**config.mk**
```make
export PLATFORM = sky130hd
export DESIGN_NAME = cache_mem_interface_flat
export DESIGN_NICKNAME = d
export VERILOG_FILES = /design/src/rtl/cache_mem_if.sv /design/src/rtl/cache_mem_interface.sv /design/src/flat_wrapper.sv
export SDC_FILE = /design/constraint.sdc
export NUM_CORES = 1
export LEC_CHECK = 0
export BUFFER_PORTS_ARGS = -buffer_cell sky130_fd_sc_hd__buf_2
export CORE_ASPECT_RATIO = 1.4
export CORE_MARGIN = 1.5
export CORE_UTILIZATION = 51
export DETAILED_ROUTE_END_ITERATION = 16
export MAX_ROUTING_LAYER = met4
export PLACE_DENSITY = 0.87
export SYNTH_ARGS = -nofsm -noshare
export SYNTH_HDL_FRONTEND = slang
export SYNTH_SLANG_ARGS = --single-unit
```
**constraint.sdc**
```tcl
create_clock -name clk -period 2.3 [get_ports clk]
set_input_delay 0.115 -clock clk [delete_from_list [all_inputs] [get_ports clk]]
set_output_delay 0.115 -clock clk [all_outputs]
set_load 0.1 [all_outputs]
```
**src/rtl/cache_mem_if.sv**
```systemverilog
// Controller-facing handshake bundle of the cache main-memory stage: block fill
// requests and dirty-victim write-back pushes.
interface cache_mem_if #(
   parameter int ADDR_W = 14
);
   logic              fill_valid;
   logic [ADDR_W-1:0] fill_addr;
   logic              fill_ready;
   logic              fill_done;
   logic              wb_valid;
   logic [ADDR_W-1:0] wb_addr;
   logic              wb_ready;

   modport master (
      output fill_valid, fill_addr, wb_valid, wb_addr,
      input  fill_ready, fill_done, wb_ready
   );

   modport slave (
      input  fill_valid, fill_addr, wb_valid, wb_addr,
      output fill_ready, fill_done, wb_ready
   );
endinterface

```
**src/rtl/cache_mem_interface.sv**
```systemverilog
// Main-memory stage behind the cache controller: fills, write-back FIFO, latency model, stats.
// Optional feature macro WB_COALESCE_EN: absorb write-backs that duplicate a buffered block.
module cache_mem_interface #(
   parameter int BLK_ADDR_W  = 14,
   parameter int WB_DEPTH    = 4,
   parameter int MEM_LATENCY = 8,
   parameter int CNT_W       = 14
) (
   input  logic                      clk,
   input  logic                      reset,
   cache_mem_if.slave                bus,
   output logic                      mem_busy,
   output logic [$clog2(WB_DEPTH):0] buf_level,
   output logic [CNT_W-1:0]          fill_count,
   output logic [CNT_W-1:0]          wb_count,
   output logic [CNT_W-1:0]          fwd_count
);
   localparam int PTR_W = $clog2(WB_DEPTH);
   localparam int LVL_W = PTR_W + 1;
   localparam int LAT_W = $clog2(MEM_LATENCY);
   localparam logic [LAT_W-1:0] LAT_LOAD = LAT_W'(MEM_LATENCY - 1);
   localparam logic [LAT_W-1:0] LAT_ZERO = LAT_W'(0);
   localparam logic [LAT_W-1:0] LAT_ONE  = LAT_W'(1);
   localparam logic [LVL_W-1:0] LVL_FULL = LVL_W'(WB_DEPTH);
   localparam logic [LVL_W-1:0] LVL_ZERO = LVL_W'(0);
   localparam logic [LVL_W-1:0] LVL_ONE  = LVL_W'(1);
   localparam logic [PTR_W-1:0] PTR_ZERO = PTR_W'(0);
   localparam logic [PTR_W-1:0] PTR_ONE  = PTR_W'(1);
   localparam logic [CNT_W-1:0] CNT_ZERO = CNT_W'(0);
   localparam logic [CNT_W-1:0] CNT_ONE  = CNT_W'(1);

   typedef enum logic [1:0] {
      IDLE = 2'd0,
      FILL = 2'd1,
      FWD  = 2'd2,
      WB   = 2'd3
   } state_t;

   function automatic logic [CNT_W-1:0] sat_inc(input logic [CNT_W-1:0] v);
      return (&v) ? v : v + CNT_ONE;
   endfunction

   state_t                  state_r, state_nxt_s;
   logic [LAT_W-1:0]        cnt_r, cnt_nxt_s;
   logic [PTR_W-1:0]        head_r, tail_r;
   logic [LVL_W-1:0]        level_r, level_nxt_s;
   logic [BLK_ADDR_W-1:0]   buf_mem_r [WB_DEPTH];
   logic [CNT_W-1:0]        fill_count_r, wb_count_r, fwd_count_r;
   logic full_s, empty_s, fill_ready_s, fill_acc_s, pop_s;
   logic buf_hit_s, wb_dup_s, wb_ready_s, wb_write_s, fwd_hit_s;
   logic access_end_s;

   assign full_s       = (level_r == LVL_FULL);
   assign empty_s      = (level_r == LVL_ZERO);
   assign fill_ready_s = (state_r == IDLE) && !full_s;
   assign fill_acc_s   = bus.fill_valid && fill_ready_s;
   assign pop_s        = (state_r == IDLE) && !fill_acc_s && !empty_s;
   assign access_end_s = (cnt_r == LAT_ZERO);

   // Address match against live buffer entries; the head being popped is not a coalesce target.
   always_comb begin
      buf_hit_s = 1'b0;
      wb_dup_s  = 1'b0;
      for (int i = 0; i < WB_DEPTH; i++) begin
         if ({1'b0, PTR_W'(i) - head_r} < level_r) begin
            if (buf_mem_r[i] == bus.fill_addr) begin
               buf_hit_s = 1'b1;
            end else begin
               buf_hit_s = buf_hit_s;
            end
            if ((buf_mem_r[i] == bus.wb_addr) && !(pop_s && (PTR_W'(i) == head_r))) begin
               wb_dup_s = 1'b1;
            end else begin
               wb_dup_s = wb_dup_s;
            end
         end else begin
            buf_hit_s = buf_hit_s;
            wb_dup_s  = wb_dup_s;
         end
      end
   end

`ifdef WB_COALESCE_EN
   assign wb_ready_s = !full_s || wb_dup_s;
   assign wb_write_s = bus.wb_valid && wb_ready_s && !wb_dup_s;
`else
   assign wb_ready_s = !full_s;
   assign wb_write_s = bus.wb_valid && wb_ready_s;
`endif

   assign fwd_hit_s = buf_hit_s ||
                      (bus.wb_valid && wb_ready_s && (bus.wb_addr == bus.fill_addr));

   // Next-state and latency counter
   always_comb begin
      state_nxt_s = state_r;
      cnt_nxt_s   = cnt_r;
      case (state_r)
         IDLE: begin
            if (fill_acc_s) begin
               state_nxt_s = fwd_hit_s ? FWD : FILL;
               cnt_nxt_s   = LAT_LOAD;
            end else if (pop_s) begin
               state_nxt_s = WB;
               cnt_nxt_s   = LAT_LOAD;
            end else begin
               state_nxt_s = IDLE;
            end
         end
         FILL, WB: begin
            if (access_end_s) begin
               state_nxt_s = IDLE;
            end else begin
               cnt_nxt_s = cnt_r - LAT_ONE;
            end
         end
         FWD:     state_nxt_s = IDLE;
         default: state_nxt_s = IDLE;
      endcase
   end

   // Occupancy: a push and a pop on the same edge cancel out
   always_comb begin
      case ({wb_write_s, pop_s})
         2'b10:   level_nxt_s = level_r + LVL_ONE;
         2'b01:   level_nxt_s = level_r - LVL_ONE;
         default: level_nxt_s = level_r;
      endcase
   end

   // FSM, FIFO pointers and statistics
   always_ff @(posedge clk or posedge reset) begin
      if (reset) begin
         state_r      <= IDLE;
         cnt_r        <= LAT_ZERO;
         head_r       <= PTR_ZERO;
         tail_r       <= PTR_ZERO;
         level_r      <= LVL_ZERO;
         fill_count_r <= CNT_ZERO;
         wb_count_r   <= CNT_ZERO;
         fwd_count_r  <= CNT_ZERO;
      end else begin
         state_r <= state_nxt_s;
         cnt_r   <= cnt_nxt_s;
         level_r <= level_nxt_s;
         if (wb_write_s) tail_r <= tail_r + PTR_ONE;
         if (pop_s)      head_r <= head_r + PTR_ONE;
         if ((state_r == FILL) && access_end_s) fill_count_r <= sat_inc(fill_count_r);
         if ((state_r == WB) && access_end_s)   wb_count_r   <= sat_inc(wb_count_r);
         if (state_r == FWD)                    fwd_count_r  <= sat_inc(fwd_count_r);
      end
   end

   // Buffer storage; only entries inside [head, head+level) are ever read
   always_ff @(posedge clk) begin
      if (wb_write_s) buf_mem_r[tail_r] <= bus.wb_addr;
   end

   assign bus.fill_ready = fill_ready_s;
   assign bus.wb_ready   = wb_ready_s;
   assign bus.fill_done  = (state_r == FWD) || ((state_r == FILL) && access_end_s);
   assign mem_busy       = (state_r == FILL) || (state_r == WB);
   assign buf_level      = level_r;
   assign fill_count     = fill_count_r;
   assign wb_count       = wb_count_r;
   assign fwd_count      = fwd_count_r;
endmodule

```
**src/flat_wrapper.sv**
```systemverilog
// flat-port wrapper written by rule: the top's interface ports become plain ports
module cache_mem_interface_flat 
#(
   parameter int BLK_ADDR_W  = 14,
   parameter int WB_DEPTH    = 4,
   parameter int MEM_LATENCY = 8,
   parameter int CNT_W       = 14
)
  (clk, reset, mem_busy, buf_level, fill_count, wb_count, fwd_count, bus_fill_valid, bus_fill_addr, bus_wb_valid, bus_wb_addr, bus_fill_ready, bus_fill_done, bus_wb_ready);
  cache_mem_if #(.ADDR_W(14)) bus_i ();
  input  logic clk;
  input  logic reset;
  output logic mem_busy;
  output logic [$clog2(WB_DEPTH):0] buf_level;
  output logic [CNT_W-1:0] fill_count;
  output logic [CNT_W-1:0] wb_count;
  output logic [CNT_W-1:0] fwd_count;
  input wire logic [$bits(bus_i.fill_valid)-1:0] bus_fill_valid;
  input wire logic [$bits(bus_i.fill_addr)-1:0] bus_fill_addr;
  input wire logic [$bits(bus_i.wb_valid)-1:0] bus_wb_valid;
  input wire logic [$bits(bus_i.wb_addr)-1:0] bus_wb_addr;
  output wire logic [$bits(bus_i.fill_ready)-1:0] bus_fill_ready;
  output wire logic [$bits(bus_i.fill_done)-1:0] bus_fill_done;
  output wire logic [$bits(bus_i.wb_ready)-1:0] bus_wb_ready;
  assign bus_i.fill_valid = bus_fill_valid;
  assign bus_i.fill_addr = bus_fill_addr;
  assign bus_i.wb_valid = bus_wb_valid;
  assign bus_i.wb_addr = bus_wb_addr;
  assign bus_fill_ready = bus_i.fill_ready;
  assign bus_fill_done = bus_i.fill_done;
  assign bus_wb_ready = bus_i.wb_ready;
  cache_mem_interface #(.BLK_ADDR_W(BLK_ADDR_W), .WB_DEPTH(WB_DEPTH), .MEM_LATENCY(MEM_LATENCY), .CNT_W(CNT_W)) u_core (.clk(clk), .reset(reset), .bus(bus_i), .mem_busy(mem_busy), .buf_level(buf_level), .fill_count(fill_count), .wb_count(wb_count), .fwd_count(fwd_count));
endmodule
```
==> run metrics, run 1 <==
hpwl dp 7.80 mm; vias in the first global route 3569; crit share post-route 92.2%; Initial Utilization 53.0%; Setup Viol. Count Final 0; Post-DRT Antenna Nets 0; final wirelength 10.5 mm; Final Slew Violations 0; CTS clk-pin slew, worst paths 70 ps; P_leak 2.52 nW; worst setup path category flop to flop; post-synthesis instance total 427; Pre-antenna DRT Iters 4; maximum root-to-sink buffer count 2; asr flop ratio synth 49.1%; failing checks hold timing; Yosys top cell area share 31.7%; RSZ-0062 raised after global routing no; worst reg2reg setup slack 180 ps; Post-CTS Setup Bufs 0; CTS tree yes; hold_sp bus_wb_addr[1]; main flop type after synthesis edfxtp_1; status complete, but fails checks; share of cells above drive strength 1 25.2%; crit-path max FO 10; distinct cell type count after synthesis 40; area growth from synthesis to layout 16.1%; Die X-Extent 89.2 µm; Worst Skew 7.44 ps; CP Capture Type flop; fmax 471 MHz; Avg Inst Size Synth 12.4 µm²; Final Instance Area 6160 µm²; # fillers 824; multi-input logic area 2110 µm²; reg2reg start u_core.cnt_r[0]$_DFFE_PP0P_; largest area contributor in the netlist edfxtp_1; clk sinks 110; Seq/Total Area, Yosys 57.2%; DRC viols 0; die area 11000 µm²; Post-Syn Area 5310 µm²; MaxCap Viol Count 0; worst setup path start u_core.cnt_r[0]$_DFFE_PP0P_; #FFs+latches synth 110; Crit path required time 2540 ps; post-layout min period 2120 ps; worst slew pin tran 665 ps; clock insertion delay at the later pin of the skew report 350 ps; detailed-route via count 3429; wire per inst 16.4 µm; CORE AREA 10000 µm²; list of most frequent post-synthesis cells xnor2_1 (102), edfxtp_1 (56), dfrtp_1 (54); vias per cell 5.33; top post-synthesis cells by area edfxtp_1 (32%), dfrtp_1 (25%), xnor2_1 (17%); GRT Residual Overflow 0; Max VDD drop 566 µV; crit start category flop; register area 3050 µm²; EDFF count, synth 56; Ports 81; hold slack final -2.52 ps; Die H 124 µm; final setup TNS 0 ps; antenna cell count 0; CP Data Arrival Time 2370 ps; Site Rows 43; gr usage total 21.4%; yosys synthesis warning count 0; final hold vios 3; largest net degree at the start of global routing 55; post-synth net total 474; HP Class input pin to flop; Final GP Congestion 0.855; PwrDens 1120 nW/µm²; total clock buffers created by CTS 9; Area after DPL 5830 µm²; initial antenna violation count 0; PortBufs 80; first-pass GRT wire length 16.9 mm; CTS H-tree depth 3; Iter 0 DRT Violations 172; root cell of the clock tree clkbuf_16; most frequent cell after synthesis xnor2_1; final-stage net count 550; normalized max-slew margin 55.7%
-- per-layer routing --
| layer | GRT usage (%) | up-vias | routed length, µm | share of wire (%) |
|---|---|---|---|---|
| met5 | - | - | 0 | 0 |
| met4 | 11.1 | 0 | 342 | 3.2 |
| met3 | 2.72 | 29 | 382 | 3.6 |
| met2 | 38.6 | 103 | 5810 | 55 |
| met1 | 22.4 | 1670 | 4000 | 38 |
| li1 | - | 1627 | - | - |
-- final cells by class --
type / count / share of cell area, %
timing repair buffer: 85 / 7.19
clock buffer: 10 / 3.72
tap: 135 / 2.74
sequential: 110 / 49.5
inverter: 21 / 1.28
multi-input combinational: 276 / 34.2
clock inverter: 6 / 1.38
-- stage by stage --
step	util [%]	setup WS, ps	power [mW]	std cells
after floorplan	-	-162	4.83	427
after global placement	58.2	304	5.19	625
after detailed placement	58.2	183	5.30	625
after CTS	61.6	173	6.94	643
after global routing	61.6	29.7	7.23	643
final	61.6	179	6.89	643
-- cells in the final DEF, fill, tap and decap left out, drive strengths merged --
cell           n
a211o          1
a21oi          8
a22oi          1
a31oi          1
a41oi          1
and2           2
and3           8
and4           3
and4b          1
buf           83
bufinv         2
clkbuf        10
clkinv         3
dfrtp         54
dlygate4sd3    2
edfxtp        56
fa             1
ha            14
inv           22
mux2           3
nand2         26
nand2b         4
nand3         17
nand4         26
nor2          11
nor2b          2
nor3           9
nor4           7
o2111ai        4
o21ai          4
o21bai         1
o311a          1
or3            1
or3b           1
xnor2        102
xor2          16
-- worst max-delay path, cell delays in order (launching register included) --
cell and delay (ps):
dfrtp_1 380, inv_1 110, ha_1 180, nor2b_4 170, nand2_1 80, or3_1 550
nor3_2 280, nand3_1 120, xnor2_1 140
-- worst paths after layout --
check,endpoint,cells past startpoint
max in group asynchronous,u_core.fill_count[0]$_DFFE_PP0P_,4
worst max register to register,u_core.fill_count[11]$_DFFE_PP0P_,8
worst min register to register,u_core.wb_count[5]$_DFFE_PP0P_,1
min in group asynchronous,u_core.fwd_count[5]$_DFFE_PP0P_,4
worst min-delay path,u_core.buf_mem_r[3][1]$_DFFE_PP_,1
worst max-delay path,u_core.fill_count[11]$_DFFE_PP0P_,8
-- cell families after synthesis --
family | count (synthesis) | share of synthesized area (%)
simple gates | 118 | 12.3
buf+inv | 41 | 3.73
flops | 110 | 57.2
compound gates | 22 | 2.99
fa+ha+maj | 15 | 3.68
xor+xnor | 118 | 19.5
mux | 3 | 0.637
-- registers in the layout, summed over array words and instances (netlist names) --
register and flops:
u_core.state_r 2, u_core.buf_level 3, u_core.wb_count 14, u_core.tail_r 2, u_core.buf_mem_r 56, u_core.head_r 2, u_core.cnt_r 3, u_core.fill_count 14
u_core.fwd_count 14
-- timing repair --
item | in CTS | in global routing
hold endpoints to repair | 55 | 0
endpoints found under the setup margin | 0 | 0
gates resized for setup | 0 | 0
hold buffers | 2 | 0
-- power by group --
group / total [mW] / internal, mW / switching [mW]
clock network: 1.64 / 0.953 / 0.688
registers: 2.82 / 2.50 / 0.319
logic: 2.43 / 0.681 / 1.75
total: 6.89 / 4.13 / 2.76
Note: power is estimated with default switching activity, not from simulation.
==> run 2, diff against run 1 <==
--- a/config.mk
+++ b/config.mk
@@ -11,7 +11,7 @@
 export CORE_UTILIZATION = 51
 export DETAILED_ROUTE_END_ITERATION = 16
 export MAX_ROUTING_LAYER = met4
-export PLACE_DENSITY = 0.87
+export PLACE_DENSITY = 0.76
 export SYNTH_ARGS = -nofsm -noshare
 export SYNTH_HDL_FRONTEND = slang
 export SYNTH_SLANG_ARGS = --single-unit
==> run 2 against run 1 <==
Compared with the run above:
- the flow now finishes without violations
- die area unchanged
- critical path depth unchanged
- via count decreased by 1.6%
- register-to-register slack gained 20 ps
- combinational power grew 3%
- maximum frequency rose by 0.85%
- power shrank 1.8%
- global-route usage decreased by 0.52 points
- utilization down 0.19 points
- routed wire length shrank 1.2%
==> run metrics, run 2 (synthesized netlist as in run 1, its figures left out) <==
MaxCap Viol Count 0 (unchanged); Final Slew Violations 0 (unchanged); final wirelength 10.4 mm (-1.2%); crit start category flop; Final WS setup 197 ps (+18.0 ps); Total Power 6.76 mW (-1.8%); Die H 124 µm (unchanged); worst path cell trace inv_1 > ha_1 > nor2b_4 > nand2_1 > or3_1 > nor2_4 > and4_1 > xor2_1; Setup Viol. Count Final 0 (unchanged); Crit path required time 2560 ps (+20 ps); # fillers 851 (+3.3%); Die X-Extent 89.2 µm (unchanged); Iter 0 DRT Violations 163 (-5.2%); CP Data Arrival Time 2360 ps (about the same); crit-path leading delay family simple AND/OR/NAND/NOR gates; GRT Residual Overflow 0 (unchanged); Max VDD drop 564 µV (-0.39%); post-layout min period 2100 ps (-18.0 ps); clock insertion delay at the later pin of the skew report 340 ps (about the same); PortBufs 80 (unchanged); CTS H-tree depth 3 (unchanged); Reg with most FFs u_core.buf_mem_r; CTS tree yes; hpwl dp 7.83 mm (+0.32%); most common cell after layout, fill and taps aside xnor2_1; vias in the first global route 3370 (-5.6%); HP Class input pin to flop; max incr delay on CP 540 ps (about the same); clk sinks 110 (unchanged); share of cells above drive strength 1 25.3% (+0.097 points); DP Worst Slack 186 ps (+2.84 ps); DRC viols 0 (unchanged); first-pass GRT wire length 16.6 mm (-2.0%); Final GP Congestion 0.798 (-6.6%); Final Instance Area 6140 µm² (-0.30%); root cell of the clock tree clkbuf_16; area growth from synthesis to layout 15.8%; final-stage net count 552 (+0.36%); CORE AREA 10000 µm² (unchanged); Ports 81 (unchanged); total clock buffers created by CTS 9 (unchanged); detailed-route via count 3375 (-1.6%); CP bufs+invs 1 (unchanged); antenna cell count 0 (unchanged); commonest cells after routing, fill and taps aside xnor2_1 (102), buf_2 (80), edfxtp_1 (56); status complete, no violations; largest net degree at the start of global routing 55 (unchanged); P_leak 2.52 nW (-0.20%); cts repair resizes 0 (unchanged); normalized max-slew margin 55.8% (+0.11 points); Site Rows 43 (unchanged); crit share post-route 91.4% (-0.78 points); worst setup path category flop to flop; maximum root-to-sink buffer count 2 (unchanged); CTS clk-pin slew, worst paths 70 ps (about the same); Post-DRT Antenna Nets 0 (unchanged); fmax 475 MHz (+0.85%); Initial Utilization 53.0% (unchanged); number of flip-flops in the largest register 56 (unchanged); RSZ-0062 raised after global routing no; Worst Skew 6.51 ps (-0.920 ps); CP Capture Type flop; initial antenna violation count 0 (unchanged); die area 11000 µm² (unchanged); vias per cell 5.23 (-1.9%); Max stage delay cell, worst path or3_1; worst slew pin tran 663 ps (-1.64 ps); PwrDens 1100 nW/µm² (-1.5%); final setup TNS 0 ps (unchanged); Area after DPL 5850 µm² (+0.39%); final hold vios 0 (-3); wire per inst 16.1 µm (-1.5%); Pre-antenna DRT Iters 4 (unchanged); crit-path max FO 10 (unchanged); gr usage total 20.9% (-0.52 points)
run 2: cell types whose count changed in the layout (fill, tap and decap cells not counted):
cell and delta:
buf_4 +3, clkinv_1 +1, bufinv_16 -1, clkbuf_1 +1
inv_6 -1, dlygate4sd3_1 -1
run 2: path summary, 6_finish.rpt:
kind / slack (ps) / to / cells after the start / from
setup / recovery: 200 / u_core.fill_count[10]$_DFFE_PP0P_ / 8 / u_core.cnt_r[0]$_DFFE_PP0P_
hold / removal: 10 / u_core.buf_mem_r[2][1]$_DFFE_PP_ / 1 / bus_wb_addr[1]
setup reg to reg: 200 / u_core.fill_count[10]$_DFFE_PP0P_ / 8 / u_core.cnt_r[0]$_DFFE_PP0P_
hold reg to reg: 490 / u_core.wb_count[0]$_DFFE_PP0P_ / 1 / u_core.wb_count[0]$_DFFE_PP0P_
max in group asynchronous: 1320 / u_core.fill_count[1]$_DFFE_PP0P_ / 4 / reset
min in group asynchronous: 500 / u_core.fwd_count[0]$_DFFE_PP0P_ / 4 / reset
run 2: power by group:
group / total [mW] / switching [mW] / internal (mW) / leakage [nW]
Clock: 1.49 / 0.657 / 0.837 / 0.136
Combinational: 2.50 / 1.79 / 0.710 / 1.17
Sequential: 2.78 / 0.279 / 2.50 / 1.21
run 2: through the flow:
stage | util (%) | hold WS, ps | std cells
after floorplan | - | 214 | 427
after global placement | 58.5 | 336 | 628
after detailed placement | 58.5 | 341 | 628
after CTS | 61.4 | 2.29 | 645
after global routing | 61.4 | 9.18 | 645
final | 61.4 | 12.1 | 645
run 2: final cells by class:
cell class,count,area (µm²),share of cell area (%)
multi-input combinational,276,2110,34.3
tap,135,169,2.75
clock buffer,11,233,3.79
inverter,21,78.8,1.28
timing repair buffer,87,455,7.41
clock inverter,5,50.0,0.815
sequential,110,3050,49.6
run 2: repair_timing:
item | in CTS | in global routing
endpoints found under the hold margin | 54 | 0
hold buffers | 1 | 0
buffers inserted | 0 | 0
run 2: routing by layer:
layer | part of all wire (%) | wire length (µm) | track usage (%) | vias to the layer above
met3 | 3.5 | 360 | 3.91 | 17
met5 | 0 | 0 | - | -
met1 | 39 | 4060 | 22.7 | 1644
li1 | - | - | - | 1634
met4 | 3.2 | 335 | 8.65 | 0
met2 | 54 | 5650 | 36.9 | 80
